[src/rtl/ram_block_mover_pkg.sv]
// Shared widths, FSM state encoding and mode constants for the RAM block mover.
package ram_block_mover_pkg;

  localparam int ADDR_W = 9;
  localparam int DATA_W = 16;

  typedef enum logic [1:0] {
    IDLE  = 2'd0,
    READ  = 2'd1,
    WRITE = 2'd2,
    DONE  = 2'd3
  } state_t;

  localparam logic MODE_COPY = 1'b0;
  localparam logic MODE_FILL = 1'b1;

endpackage

[src/rtl/ram_block_mover.sv]
// Block copy / block fill sequencer owning the single read/write port of a RAM512.
// Copies run read-then-write per word in ascending order; fills write one word per cycle.
module ram_block_mover
  import ram_block_mover_pkg::*;
#(
  parameter int ADDR_W = ram_block_mover_pkg::ADDR_W,
  parameter int DATA_W = ram_block_mover_pkg::DATA_W
) (
  input  logic              clk,
  input  logic              rst_n,
  input  logic              start,
  input  logic              mode,
  input  logic [ADDR_W-1:0] src,
  input  logic [ADDR_W-1:0] dst,
  input  logic [ADDR_W:0]   len,
  input  logic [DATA_W-1:0] fill_value,
  output logic              busy,
  output logic              done,
  output logic [ADDR_W-1:0] ram_address,
  output logic [DATA_W-1:0] ram_in,
  output logic              ram_load,
  input  logic [DATA_W-1:0] ram_out,
  output state_t            state_dbg
);

  state_t              state_q, state_d;
  logic                mode_q, mode_d;
  logic [ADDR_W-1:0]   src_ptr_q, src_ptr_d;
  logic [ADDR_W-1:0]   dst_ptr_q, dst_ptr_d;
  logic [ADDR_W:0]     remaining_q, remaining_d;
  logic [DATA_W-1:0]   fill_q, fill_d;
  logic [DATA_W-1:0]   data_q, data_d;

  always_ff @(posedge clk or negedge rst_n) begin
    if (!rst_n) begin
      state_q     <= IDLE;
      mode_q      <= MODE_COPY;
      src_ptr_q   <= '0;
      dst_ptr_q   <= '0;
      remaining_q <= '0;
      fill_q      <= '0;
      data_q      <= '0;
    end else begin
      state_q     <= state_d;
      mode_q      <= mode_d;
      src_ptr_q   <= src_ptr_d;
      dst_ptr_q   <= dst_ptr_d;
      remaining_q <= remaining_d;
      fill_q      <= fill_d;
      data_q      <= data_d;
    end
  end

  // Outputs depend only on registered state, so an async reset drops ram_load at once.
  always_comb begin
    state_d     = state_q;
    mode_d      = mode_q;
    src_ptr_d   = src_ptr_q;
    dst_ptr_d   = dst_ptr_q;
    remaining_d = remaining_q;
    fill_d      = fill_q;
    data_d      = data_q;
    ram_address = '0;
    ram_in      = '0;
    ram_load    = 1'b0;
    busy        = (state_q != IDLE);
    done        = (state_q == DONE);

    case (state_q)
      IDLE: begin
        if (start) begin
          mode_d      = mode;
          src_ptr_d   = src;
          dst_ptr_d   = dst;
          remaining_d = len;
          fill_d      = fill_value;
          if (len == '0)
            state_d = DONE;
          else if (mode == MODE_FILL)
            state_d = WRITE;
          else
            state_d = READ;
        end
      end
      READ: begin
        ram_address = src_ptr_q;
        data_d      = ram_out;
        src_ptr_d   = src_ptr_q + 1'b1;
        state_d     = WRITE;
      end
      WRITE: begin
        ram_address = dst_ptr_q;
        ram_in      = (mode_q == MODE_FILL) ? fill_q : data_q;
        ram_load    = 1'b1;
        dst_ptr_d   = dst_ptr_q + 1'b1;
        remaining_d = remaining_q - 1'b1;
        if (remaining_q == 1)
          state_d = DONE;
        else if (mode_q == MODE_FILL)
          state_d = WRITE;
        else
          state_d = READ;
      end
      DONE: begin
        state_d = IDLE;
      end
      default: begin
        state_d = IDLE;
      end
    endcase
  end

  assign state_dbg = state_q;

endmodule
[config.mk]
export PLATFORM = sky130hd
export DESIGN_NAME = ram_block_mover
export DESIGN_NICKNAME = d
export VERILOG_FILES = /design/src/rtl/ram_block_mover_pkg.sv /design/src/rtl/ram_block_mover.sv
export SDC_FILE = /design/constraint.sdc
export NUM_CORES = 1
export LEC_CHECK = 0
export BUFFER_PORTS_ARGS = -buffer_cell sky130_fd_sc_hd__buf_2
export CAP_MARGIN = 25
export CORE_ASPECT_RATIO = 2
export CORE_UTILIZATION = 30
export CTS_CLUSTER_DIAMETER = 80
export CTS_CLUSTER_SIZE = 12
export DETAILED_ROUTE_END_ITERATION = 16
export GPL_TIMING_DRIVEN = 0
export PLACE_DENSITY = 0.58
export SLEW_MARGIN = 20
export SYNTH_ARGS = -nofsm -noshare
export SYNTH_HDL_FRONTEND = slang
export SYNTH_SLANG_ARGS = --single-unit
[constraint.sdc]
create_clock -name clk -period 2.6 [get_ports clk]
set_input_delay 0.52 -clock clk [delete_from_list [all_inputs] [get_ports clk]]
set_output_delay 0.52 -clock clk [all_outputs]
set_load 0.03 [all_outputs]
# After elaboration in Yosys (flattened, before gate mapping)
# Cells that the tools add are included.
# Widths: inputs -> output; s select.
# totals
memories	0
input_bits	64
register_bits	63
latchBits	0
mem_bits_rw	0
wordCells	39
output_inout_bits	30
romBits	0
# op_classes
bitwise_logic	0
magnitude_cmp	0
muxes	16
n_shift	0
n_reduce_logical	8
n_addsub	3
div	0
n_eq_ne	5
mul	0
# ops
op	n
$pmux 9 s2	3
$mux 16	2
$pmux 10 s2	1
$add 9x1->9 const B	2
$mux 9	2
$eq 10x1->1 const B	1
$logic_not 10->1	1
$mux 10	1
$mux 2	5
$sub 10x1->10 const B	1
$pmux 2 s4	1
$reduce_and 2->1	3
$reduce_bool 2->1	3
$eq 2x2->1 const B	2
$eq 2x1->1 const B	1
$logic_not 2->1	1
$ne 2x2->1 const B	1
$mux 1	1

# Logic depth before layout (Yosys ltp)
# Gate-level depths: netlist of run 1.
# logic_depth
depth_word	4
ltp_mapped	8
mapped_depth_nobuf	6

# Worst setup path before layout of run 1
# OpenSTA, ideal clock, no wires.
# synth_timing
kind	register to output
startpoint	register state_q[0] (netlist: state_dbg[0])
endpoint	output port ram_address[0]
slack_ns	-0.320
t_required_ns	2.080
path_stages_with_launch	7
arrival_ns	2.400
n_path_buf	2
path_cell_list	dfrtp_1 > inv_1 > ha_1 > clkbuf_1 > clkbuf_1 > nand2_1 > a21boi_0
# synth_via
elab_chain_cells	2
elab_cells_between_ends	3
# synth_rtl
item	line_no	source
start, declared	ram_block_mover.sv:26	state_t state_q, state_d;
start signal, assigned	ram_block_mover.sv:44	state_q <= state_d;
$eq 2x2->1 / $eq 2x1->1 (equally long branches)	ram_block_mover.sv:69	case (state_q)
$pmux 9 s2 (*)	ram_block_mover.sv:69	
end, declared	ram_block_mover.sv:19	output logic [ADDR_W-1:0] ram_address,
# Mark *: on every way between the ends. The rest lies on a longest branch, timed or not.

# Worst setup path after layout of run 1
# layout_timing
startpoint	register state_q[1] (netlist: state_dbg[1])
endpoint	output port ram_address[6]
# The elaborated chain is that of the path after synthesis.

==> run summary, run 1 <==
outcome: complete, no violations
fin crit share: 96.6%
clock skew: 7.34 ps
H-tree levels: 3
hold_ws: 123 ps
Commonest cells post-synth: dfrtp_1 (63), nor2_1 (38), mux2_2 (34)
switch share: 45.4%
Critical Path Start Type: flip-flop
Psw: 3.24 mW
total of max-cap violations: 0
Synth area leaders: dfrtp_1 (41%), mux2_2 (10%), mux2i_1 (7.3%)
Synth top area share: 41.1%
RSZ-0062 raised after global routing: no
fin cells: 674
xor/xnor share of the synthesized area: 0%
cts bufs inserted: 9
clk slew on worst S/H paths: 60 ps
Layout area overhead: 29.7%
Clock power frac: 18.4%
crit path launch: state_dbg[1]$_DFFE_PN0P_
WS Path Type: reg -> out
CTS tree: done
grt ovf: 0
Core Footprint: 0.0125 mm²
final antenna-violating net count: 0
CP arrival: 1990 ps
Iteration-0 DRC Markers: 267
Setup-failing EPs final: 0
Setup WS post-layout: 88.5 ps
Synth Area in Simple Gates: 17.3%
# clock sinks: 63
dominant synthesized flop cell: dfrtp_1
Synth Area in Compound Gates: 16.5%
Power Internal: 3.90 mW
All-Layer GR Usage: 20.0%
mux share of post-synthesis cell area: 17.3%
Comb pwr share: 54.2%
First-pass DRT Iterations: 4
row count: 58
# IOs: 94
clk root buf: clkbuf_16
Final Net Count: 591
EDFF count, synth: 0
Synth Area in Adders: 2.61%
R2R Path Start: state_dbg[0]$_DFFE_PN0P_
chip height: 162 µm
pin count of the biggest net entering global routing: 34
Synth Cell Area: 0.00383 mm²
die area: 0.0133 mm²
first-pass GRT wire length: 19.3 mm
post-synthesis cell type count: 47
Crit. End Element: primary output
Slew @ Worst Pin: 917 ps
Post-DP HPWL: 9.29 mm
Place WS: -363 ps
number of synthesized register bits: 63
DP Cell Count: 656
Port Buffers: 93
number of synthesis warnings: 0
slew margin rel.: 37.1%
largest family of logic cells by synthesized area: simple AND/OR/NAND/NOR gates
Cells after Synth: 412
DR DRC count: 0
syn_nets: 484
Via density: 5.42
Starting Density: 30.7%
sequential power share: 27.4%
post-synthesis sequential area ratio: 41.1%
post-synth top area cell: dfrtp_1
Routed WL: 12.4 mm
ant diodes: 0
Clock Tree Buf Depth: 2
Max FO, Critical Path: 10
Worst EP required: 2080 ps
Tot Pwr: 7.14 mW
count leader, synth: dfrtp_1
WL/cell: 18.4 µm
P_leak: 2.25 nW
die width: 81.9 µm
Mapped Avg Cell Area: 9.31 µm²
final hold vios: 0
fin. max-slew vios: 0
HP Class: in -> async
clk_lat worst skew: 330 ps
initial antenna violation count: 0
layout cell share with drive strength beyond 1: 35.7%
async set-or-reset flop fraction in the synthesized netlist: 100%
Max rail drop VDD: 0.821 mV
vias in the first global route: 3,716
Final Critical Period: 2510 ps
Via Count: 3,651
Fmax: 398 MHz
gp weighted congestion: 0.852
total power per unit cell area: 1440 mW/mm²
final core utilization: 39.8%
==> metrics by stage <==
step | setup TNS [ps] | area [µm²]
3_3_place_gp | -3720 | 4550
4_1_cts | 0 | 4920
5_1_grt | 0 | 4970
2_1_floorplan | -716 | 3890
3_5_place_dp | -3640 | 4570
6_report | 0 | 4970
==> what timing repair did <==
item / 4_1_cts / 5_1_grt
pin swaps: 0 / 0
hold buffers: 0 / 0
setup endpoints to repair: 25 / 21
hold endpoints to repair: 0 / 0
setup buffers: 0 / 4
gates resized for setup: 14 / 12
cloned: 0 / 0
==> worst max-delay path, cell delays in order (launching register included) <==
cell      delay (ps)
dfrtp_2          460
inv_1            100
ha_1             230
buf_6            170
buf_4            180
nand2_1          110
a21boi_1         190
clkbuf_4         210
==> cell usage in the layout, fill, tap and decap left out, drive strengths merged, types with 2 or more instances in the layout <==
cell / instances
bufinv: 2
nand4: 4
a21boi: 2
nor3b: 3
a31oi: 11
dfrtp: 63
o32ai: 7
clkbuf: 28
nor2b: 8
nor4: 4
nand3: 20
and3: 5
a21oi: 21
o21a: 2
a211oi: 2
and4: 2
clkinv: 5
ha: 8
mux2i: 28
o22ai: 10
o211ai: 2
nor2: 38
buf: 111
nand2: 26
a32oi: 3
nand2b: 3
o21ai: 19
nor4b: 2
a22oi: 7
or4: 2
nand3b: 3
inv: 16
nor3: 8
o22a: 5
mux2: 34
==> final timing paths <==
| path | depth (start not counted) | slack (ps) | to |
|---|---|---|---|
| min reg2reg | 1 | 500 | data_q[11]$_DFFE_PN0N_ |
| max in group asynchronous | 2 | 1930 | remaining_q[6]$_DFFE_PN0P_ |
| max | 7 | 90 | ram_address[6] |
| max reg2reg | 8 | 280 | src_ptr_q[4]$_DFFE_PN0P_ |
| min | 1 | 120 | src_ptr_q[7]$_DFFE_PN0P_ |
| min in group clk | 2 | 410 | data_q[8]$_DFFE_PN0N_ |
==> power by group through the flow <==
stage	Sequential (mW)	Combinational [mW]	Clock, mW
4_1_cts	1.95	3.80	1.34
5_1_grt	2.03	4.24	1.37
3_3_place_gp	1.90	3.69	0
3_5_place_dp	1.93	3.77	0
2_1_floorplan	1.82	2.81	0
6_report	1.95	3.87	1.32
==> state kept, by name, summed over array words and instances (netlist names) <==
| signal | flops |
|---|---|
| data_q | 16 |
| dst_ptr_q | 9 |
| fill_q | 16 |
| mode_q | 1 |
| remaining_q | 10 |
| src_ptr_q | 9 |
| state_dbg | 2 |
==> metal layers <==
metal | global-route usage [%] | share of wire [%] | vias up
li1 | - | - | 1726
met1 | 20.9 | 36 | 1764
met2 | 34.6 | 54 | 128
met3 | 3.65 | 4.9 | 33
met4 | 13.6 | 5.2 | 0
met5 | 0 | 0 | -
==> logic make-up (layout without fill, tap and decap cells) <==
kind of cell,count (synthesis),count (layout)
simple gates,131,131
flops,63,63
compound gates,97,97
fa+ha+maj,8,8
buf+inv,51,163
mux,62,62
==> cell type report <==
cell class                      count  area, µm²
Fill cell                        1281       7510
Clock inverter                      7       96.3
Timing Repair Buffer               98        520
Inverter                           17       67.6
Sequential cell                    63       1580
Clock buffer                        9        225
Tap cell                          150        188
Multi-Input combinational cell    298       2130
Buffer                             32        168
No activity file was read; power rests on OpenSTA's default activity.
==> inputs of run 2 (changes only) <==
--- a/config.mk
+++ b/config.mk
@@ -9,6 +9,7 @@
 export CAP_MARGIN = 25
 export CORE_ASPECT_RATIO = 2
 export CORE_UTILIZATION = 30
+export CTS_BUF_LIST = sky130_fd_sc_hd__clkbuf_2 sky130_fd_sc_hd__clkbuf_4 sky130_fd_sc_hd__clkbuf_8
 export CTS_CLUSTER_DIAMETER = 80
 export CTS_CLUSTER_SIZE = 12
 export DETAILED_ROUTE_END_ITERATION = 16
==> run summary, run 2 (synthesis gave the netlist of run 1 again) <==
Psw: 3.21 mW
Final Critical Period: 2510 ps
most frequent cells in the layout: buf_2 (93), dfrtp_1 (60), mux2_2 (34)
chip height: 162 µm
# IOs: 94
All-Layer GR Usage: 20.0%
CP Depth: 7
biggest regs: data_q: 16 flops, fill_q: 16 flops, remaining_q: 10 flops
sequential power share: 28.7%
ant diodes: 0
clk slew on worst S/H paths: 80 ps
final antenna-violating net count: 0
layout cell share with drive strength beyond 1: 36.3%
final hold vios: 0
hold-fix buffers at CTS: 0
clk root buf: clkbuf_8
grt ovf: 0
DP Cell Count: 656
DR DRC count: 0
initial antenna violation count: 0
pin count of the biggest net entering global routing: 34
Final Net Count: 591
cts bufs inserted: 9
CP top delay family: buffers and inverters
Critical Path Start Type: flip-flop
HP Class: in -> async
# clock sinks: 63
crit path launch: state_dbg[1]$_DFFE_PN0P_
Crit. End Element: primary output
clock skew: 13.3 ps
Clock power frac: 14.4%
Routed WL: 12.4 mm
Slew @ Worst Pin: 938 ps
Critical path buffers and inverters: 4
worst path cell trace: inv_1 > ha_2 > buf_6 > buf_4 > nand2_1 > a21boi_1 > clkbuf_4
Max FO, Critical Path: 10
switch share: 47.1%
Power Internal: 3.61 mW
WS Path Type: reg -> out
slew margin rel.: 35.7%
fin crit share: 96.7%
CTS tree: done
Via density: 5.37
RSZ-0062 raised after global routing: no
row count: 58
vias in the first global route: 3,731
Via Count: 3,620
final core utilization: 39.1%
Max rail drop VDD: 0.664 mV
slowest stage cell on the critical path: dfrtp_2
Port Buffers: 93
Iteration-0 DRC Markers: 211
Starting Density: 30.7%
gp weighted congestion: 0.852
Design Area, Final: 0.00488 mm²
R2R depth: 8
die width: 81.9 µm
fin cells: 674
setup_tns: 0 ps
clk_lat worst skew: 350 ps
total of max-cap violations: 0
Post-DP HPWL: 9.29 mm
die area: 0.0133 mm²
total power per unit cell area: 1400 mW/mm²
Layout area overhead: 27.3%
H-tree levels: 3
Core Footprint: 0.0125 mm²
R2R Path Start: state_dbg[0]$_DFFE_PN0P_
Comb pwr share: 57.0%
fin. max-slew vios: 0
Worst EP required: 2080 ps
Clock Tree Buf Depth: 2
most common cell after layout, fill and taps aside: buf_2
Setup-failing EPs final: 0
first-pass GRT wire length: 19.3 mm
outcome: complete, no violations
CP arrival: 1990 ps
Fmax: 398 MHz
WL/cell: 18.3 µm
Crit path largest cell delay: 480 ps
First-pass DRT Iterations: 4
placed cell area: 0.00457 mm²
P_leak: 2.20 nW
[run 2: path summary, 6_finish.rpt]
kind                                               to  slack, ps
max                                    ram_address[6]         90
min                          src_ptr_q[7]$_DFFE_PN0P_        100
max reg2reg                  src_ptr_q[4]$_DFFE_PN0P_        310
min reg2reg                    data_q[11]$_DFFE_PN0N_        510
max in group asynchronous  remaining_q[6]$_DFFE_PN0P_       1950
min in group clk                fill_q[9]$_DFFE_PN0P_        390
[run 2: power groups by stage]
stage,logic [mW],clock network (mW),registers (mW)
floorplan,2.81,0,1.82
global placement,3.69,0,1.90
detailed placement,3.77,0,1.93
CTS,3.80,1.00,1.95
global route,4.25,1.03,2.03
finish,3.88,0.979,1.95
[run 2: final cells by class]
| class | instances | area, µm² |
|---|---|---|
| clock inverter | 7 | 96.3 |
| fill | 1295 | 7600 |
| tap | 150 | 188 |
| multi-input combinational | 298 | 2130 |
| clock buffer | 9 | 124 |
| timing repair buffer | 98 | 526 |
| inverter | 17 | 67.6 |
| sequential | 63 | 1580 |
| buffer | 32 | 168 |
[run 2: timing repair]
action	CTS	global route
pin swaps	0	0
setup endpoints to repair	25	15
setup buffers	0	4
gates resized for setup	16	14
[run 2: metrics by stage]
step                      setup WS, ps  hold slack [ps]  power, mW
after CTS                         5.61              102       6.76
after global placement            -358              489       5.59
after global routing              2.12              132       7.31
after floorplan                  -89.5              224       4.63
final                             85.9             96.8       6.81
after detailed placement          -363              494       5.70
[run 2: routing by layer]
metal	share of wire, %	vias up	routed length (µm)	track usage (%)
li1	-	1721	-	-
met1	36	1738	4400	21.0
met2	55	130	6790	34.6
met3	5.0	31	614	3.37
met4	4.4	0	546	14.0
met5	0	-	0	0
